[config.mk]
export PLATFORM = sky130hd
export DESIGN_NAME = decoder_4x16_flat
export DESIGN_NICKNAME = d
export VERILOG_FILES = /design/src/rtl/decoder_4x16_if.sv /design/src/rtl/decoder_4x16.sv /design/src/flat_wrapper.sv
export SDC_FILE = /design/constraint.sdc
export NUM_CORES = 1
export LEC_CHECK = 0
export CELL_PAD_IN_SITES_DETAIL_PLACEMENT = 0
export CELL_PAD_IN_SITES_GLOBAL_PLACEMENT = 1
export CORE_UTILIZATION = 27
export DETAILED_ROUTE_END_ITERATION = 10
export PLACE_DENSITY_LB_ADDON = 0.15
export SYNTH_ARGS = -nofsm -noshare
export SYNTH_HDL_FRONTEND = slang
export SYNTH_SLANG_ARGS = --single-unit
[constraint.sdc]
create_clock -name clk -period 1.5 [get_ports clk]
set_clock_uncertainty 0.1 [all_clocks]
set_input_delay 0.375 -clock clk [delete_from_list [all_inputs] [get_ports clk]]
set_output_delay 0.375 -clock clk [all_outputs]
set_load 0.005 [all_outputs]
[src/rtl/decoder_4x16_if.sv]
// Bundle for the 4-to-16 decoder: select/enable inputs and registered one-hot result.
interface decoder_4x16_if;
    logic        en;
    logic [3:0]  in;
    logic [15:0] out;
    logic        hit;

    modport master (
        output en,
        output in,
        input  out,
        input  hit
    );

    modport slave (
        input  en,
        input  in,
        output out,
        output hit
    );
endinterface

[src/rtl/decoder_4x16.sv]
// Registered 4-to-16 one-hot decoder with enable, one cycle of latency.
// Define DEC_4X16_ASSERT_EN to compile in simulation-only consistency checks.
module decoder_4x16 (
    input  logic           clk,
    input  logic           rst,
    decoder_4x16_if.slave  bus
);

    logic [15:0] out_reg;
    logic [15:0] out_next;
    logic        hit_reg;
    logic        hit_next;

    // Each line compares the code against its own index; gating with en first
    // keeps an unknown code from leaking through while the block is disabled.
    genvar gi;
    generate
        for (gi = 0; gi < 16; gi++) begin : g_dec
            assign out_next[gi] = bus.en && (bus.in == 4'(gi));
        end
    endgenerate

    assign hit_next = bus.en;

    always_ff @(posedge clk) begin
        if (rst) begin
            out_reg <= 16'h0000;
            hit_reg <= 1'b0;
        end else begin
            out_reg <= out_next;
            hit_reg <= hit_next;
        end
    end

    assign bus.out = out_reg;
    assign bus.hit = hit_reg;

`ifdef DEC_4X16_ASSERT_EN
    logic [31:0] cycle_reg;
    logic        en_d_reg;
    logic [3:0]  in_d_reg;
    logic        rst_d_reg;

    // Values read here are pre-edge, so out reflects the inputs captured one
    // edge earlier, which is exactly what en_d_reg/in_d_reg hold.
    always_ff @(posedge clk) begin
        cycle_reg <= rst ? 32'd0 : cycle_reg + 32'd1;
        en_d_reg  <= bus.en;
        in_d_reg  <= bus.in;
        rst_d_reg <= rst;
        if (!rst && !rst_d_reg) begin
            if (!$onehot0(bus.out))
                $error("decoder_4x16: cycle %0d out=%h is not zero/one-hot", cycle_reg, bus.out);
            if (bus.hit != (|bus.out))
                $error("decoder_4x16: cycle %0d hit=%b disagrees with out=%h", cycle_reg, bus.hit, bus.out);
            if (bus.out != (en_d_reg ? (16'h0001 << in_d_reg) : 16'h0000))
                $error("decoder_4x16: cycle %0d out=%h wrong for en=%b in=%0d",
                       cycle_reg, bus.out, en_d_reg, in_d_reg);
        end
    end
`endif

endmodule

[src/flat_wrapper.sv]
// flat-port wrapper written by rule: the top's interface ports become plain ports
module decoder_4x16_flat 
  (clk, rst, bus_en, bus_in, bus_out, bus_hit);
  decoder_4x16_if bus_i ();
  input  logic clk;
  input  logic rst;
  input wire logic [$bits(bus_i.en)-1:0] bus_en;
  input wire logic [$bits(bus_i.in)-1:0] bus_in;
  output wire logic [$bits(bus_i.out)-1:0] bus_out;
  output wire logic [$bits(bus_i.hit)-1:0] bus_hit;
  assign bus_i.en = bus_en;
  assign bus_i.in = bus_in;
  assign bus_out = bus_i.out;
  assign bus_hit = bus_i.hit;
  decoder_4x16 u_core (.clk(clk), .rst(rst), .bus(bus_i));
endmodule
== Word-level counts from Yosys, hierarchy flattened ==
Cells that the tools add are included.
Operators by class
  eq/ne operators: 15
  reduce and logical (&&, ||, !) cells: 17
Operator list (count)
  $eq A4 B4 Y1 const B: 8
  $eq A4 B3 Y1 const B: 4
  $logic_and A1 B1 Y1: 16
  $eq A4 B2 Y1 const B: 2
  $eq A4 B1 Y1 const B: 1
  $logic_not A4 Y1: 1
Storage, ports and cells
  register bits after elaboration: 17
  bits of input ports: 7
  output and inout port bits: 17
  word-level logic and storage cells: 34

== Longest topological paths before layout ==
  depth after elaboration: 2
  depth in mapped cells: 2
  mapped depth without buffers: 2

== Worst setup path before layout ==
OpenSTA, ideal clock, no wires.
  path kind: input -> register
  from: input port bus_in[1]
  to: register u_core.out_reg[0], in the netlist u_core.bus.out[0]
  setup time: 73 ps
  data arrival time: 1011 ps
  required time: 1327 ps
  path slack: 316 ps
  stages: 2
  path buffers: 0
  cells stage by stage: or4b_4 -> nor3_2
Between the ends
  cells in the longest elaborated chain, start to end: 2
Ends and longest elaborated chain
  start, declared: RTL line flat_wrapper.sv:8  | input wire logic [$bits(bus_i.in)-1:0] bus_in;
  $logic_not A4 Y1: RTL line decoder_4x16.sv:19  | assign out_next[gi] = bus.en && (bus.in == 4'(gi));
  $logic_and A1 B1 Y1: RTL line decoder_4x16.sv:19
  end signal, assigned: RTL line decoder_4x16.sv:30  | out_reg <= out_next;
  end, declared: RTL line decoder_4x16.sv:9  | logic [15:0] out_reg;
No other way between the ends.
A chain may end at the register's enable or synchronous reset.

== Final worst setup path ==
Same ends and word-level chain as after synthesis.

==> impl.org <==
** Placed design
- Placer congestion estimate :: 0.619
- The wire-length estimate of the detail-placed layout is ~670 um.
- Number of placed instances, taps included :: 83
- Summing all placed instances gives a cell area of between 700 and 800 sq um.
- I/O Buffers :: 23
- OpenSTA, run right after detailed placement, puts the worst setup slack at -0.199 ns.

** CTS
- In this run the deepest clock path goes through 2 buffers.
- In this run the clock root is driven by a clkbuf_4.
- The number of setup buffers added after CTS is 0.
- Clock tree from TritonCTS :: built
- Number of sinks handled by clock tree synthesis :: 17
- Clock-pin slew was measured on the worst setup and hold paths at around 0.1 ns.
- Maximum level of the CTS H-tree :: 1
- Buffers inserted during clock tree synthesis total 3.

** Timing
- Derived from the worst setup path, the maximum achievable clock frequency is slightly above 0.7 GHz.
- Final period demand of the worst path :: 1.40 ns
- Min Hold Slack :: between 0.6 and 0.7 ns
- Hold violation count in the final report :: 0
- For the final routed database, the setup TNS stands at 0 ns.
- Final setup violation count :: 0
- Share of the clock period used by the worst path after layout :: 0.936
- Setup repair after global routing left no endpoint under its margin.
- After layout, the worst setup slack is ~0.096 ns.
- Final Max Tran Viols :: 0
- Max-Slew Margin vs Limit :: 0.842
- At the pin with the least slew margin, the transition time is approximately 0.24 ns.

** Yosys
- Each instance of the synthesized netlist takes up on average ~12 sq um.
- Register bit count reported by yosys :: 17
- Post-synthesis cell count :: 41
- Portion of the post-synthesis area used by sequential elements :: 0.712
- Netlist cell types :: 10
- Summing every instance area after synthesis gives 478 sq um.
- Synthesized net count :: 48
- Biggest area consumer among synthesized cells :: dfxtp_1
- The share of synthesized area in the top cell type comes to 0.712.
- Sorting the synthesized cells by area gives the leading types as dfxtp_1 (71%), nor2_1 (9.4%), nand4bb_1 (4.7%).
- Synthesis warning total :: 0

** Final layout
- Fill cells in the final layout number 167.
- Fraction of final layout cells sized beyond drive strength 1 :: 0.141
- Growth of design area from synthesis to finish :: 58.6%
- Final non-filler cell total :: 87
- The library cells used most frequently in the layout, excluding fill and tap cells, are dlygate4sd2_1 (17), dfxtp_1 (16), nor2_1 (12), clkdlybuf4s50_1 (6).
- Utilization of the core after routing :: 0.481
- In the final layout, flip-flops and latches occupy between 300 and 400 sq um.
- Antenna diodes :: 0
- Most common cell after layout, fill and taps aside :: dlygate4sd2_1
- The net count of the finished layout is around 80.
- Final Cell Area :: between 700 and 800 sq um
- Footprint of the multi-input gates :: 138 sq um
- The register with the most flip-flops in the layout has 16 of them.

** Detailed routing
- Via-to-Cell Ratio :: ~4.6
- For this run, the detailed router's first-pass iteration total came to 5.
- Across all layers, the routed design uses 398 vias.
- Number of remaining DRC errors :: 0
- After the first detailed-routing iteration, the DRC count stood at 5.
- Final wirelength :: 890 um
- Post-detailed-route wirelength per cell :: 10.2 um
- Antenna Violating Nets Remaining :: 0

** Global routing
- The first global-routing pass estimated roughly 1400 um of wire.
- Overall global routing resource usage :: 0.105
- Maximum number of pins on one net before global-route repair :: 11
- For this run the aggregate overflow at the end of global routing stands at 0.
- Via count of the first global-routing pass :: roughly 350
- Antenna violations before repair :: 0

** Worst setup path
- For the worst setup path, the data required time is 1.62 ns.
- Worst endpoint data arrival time :: roughly 1.5 ns
- The worst setup path is of the in2reg kind.
- CP max FO :: 4
- STA classifies the critical path startpoint as an input pin.
- Critical Path End Type :: flop

** Pwr
- Total power per unit cell area :: 979 nW/um^2
- Static leakage power :: 0.368 nW
- Peak VDD IR :: about 0.0005 V
- The design draws between 0.7 and 0.8 mW.

** Floorplanning
- Initial core utilization :: 0.303
- 24 I/O pins were placed.
- Core Area :: 1580 sq um
- Floorplan die area :: 1940 sq um
- Horiz. Die Dim :: between 40 and 50 um
- The die is approximately 44 um tall.
- The floorplan has 14 rows.

** Run
- Max cap viols :: 0

** Min path
- The worst hold path passes through 2 cells.
- The path class of the tightest hold or removal check is in2reg.
- The path with the worst hold slack has its endpoint at u_core.bus.hit$_SDFF_PP0_.
- The worst hold path begins at rst.

** Status
- The flow ran to the end, and the final reports show no timing, DRC or antenna violations.
==> worst max path at each step <==
stage	start	end	cells past startpoint
floorplan	bus_in[1]	u_core.bus.out[0]$_SDFF_PP0_	2
CTS	bus_in[1]	u_core.bus.out[0]$_SDFF_PP0_	3
global placement	bus_in[1]	u_core.bus.out[0]$_SDFF_PP0_	3
detailed placement	bus_in[1]	u_core.bus.out[0]$_SDFF_PP0_	3
finish	bus_in[1]	u_core.bus.out[0]$_SDFF_PP0_	3
global route	bus_in[1]	u_core.bus.out[0]$_SDFF_PP0_	3
==> routing by layer <==
layer,global-route usage,up-vias,wire [um]
li1,-,199,-
met1,0.137,180,430
met2,0.141,17,382
met3,0.0408,2,72
met4,0.0727,0,4
met5,0,-,0
==> worst max-delay path: stages <==
cell             delay (ns)
clkdlybuf4s50_1        0.45
or4b_4                 0.59
nor3_2                 0.11
==> repair_timing <==
| action | in CTS | in global routing |
|---|---|---|
| setup endpoints to repair | 17 | 0 |
| hold buffers | 0 | 0 |
| gates resized for setup | 18 | 0 |
==> cells in the mapped netlist <==
| cell type | count |
|---|---|
| nand4bb_1 | 2 |
| nand2b_1 | 2 |
| nor3_2 | 1 |
| nor3_1 | 3 |
| dfxtp_1 | 17 |
| nand4b_1 | 1 |
| nor2_1 | 12 |
| nor2b_1 | 1 |
| nand2_1 | 1 |
| or4b_4 | 1 |
==> where the power goes <==
| group | total (mW) | switching [mW] | internal, mW | leakage [nW] |
|---|---|---|---|---|
| registers | 0.458 | 0.00102 | 0.457 | 0.138 |
| clock network | 0.230 | 0.131 | 0.0988 | 0.0177 |
| logic | 0.0546 | 0.0231 | 0.0315 | 0.212 |
==> area by class of cell <==
type                       instances  area share
timing repair buffer              26       0.305
tap                               16      0.0264
clock buffer                       3      0.0297
sequential                        17       0.450
clock inverter                     1     0.00660
multi-input combinational         24       0.182
==> cell families after synthesis <==
logic type / Yosys count / share of synthesized area
flip-flops: 17 / 0.712
AND/OR/NAND/NOR: 24 / 0.288
Power figures use the tool's default switching activity.
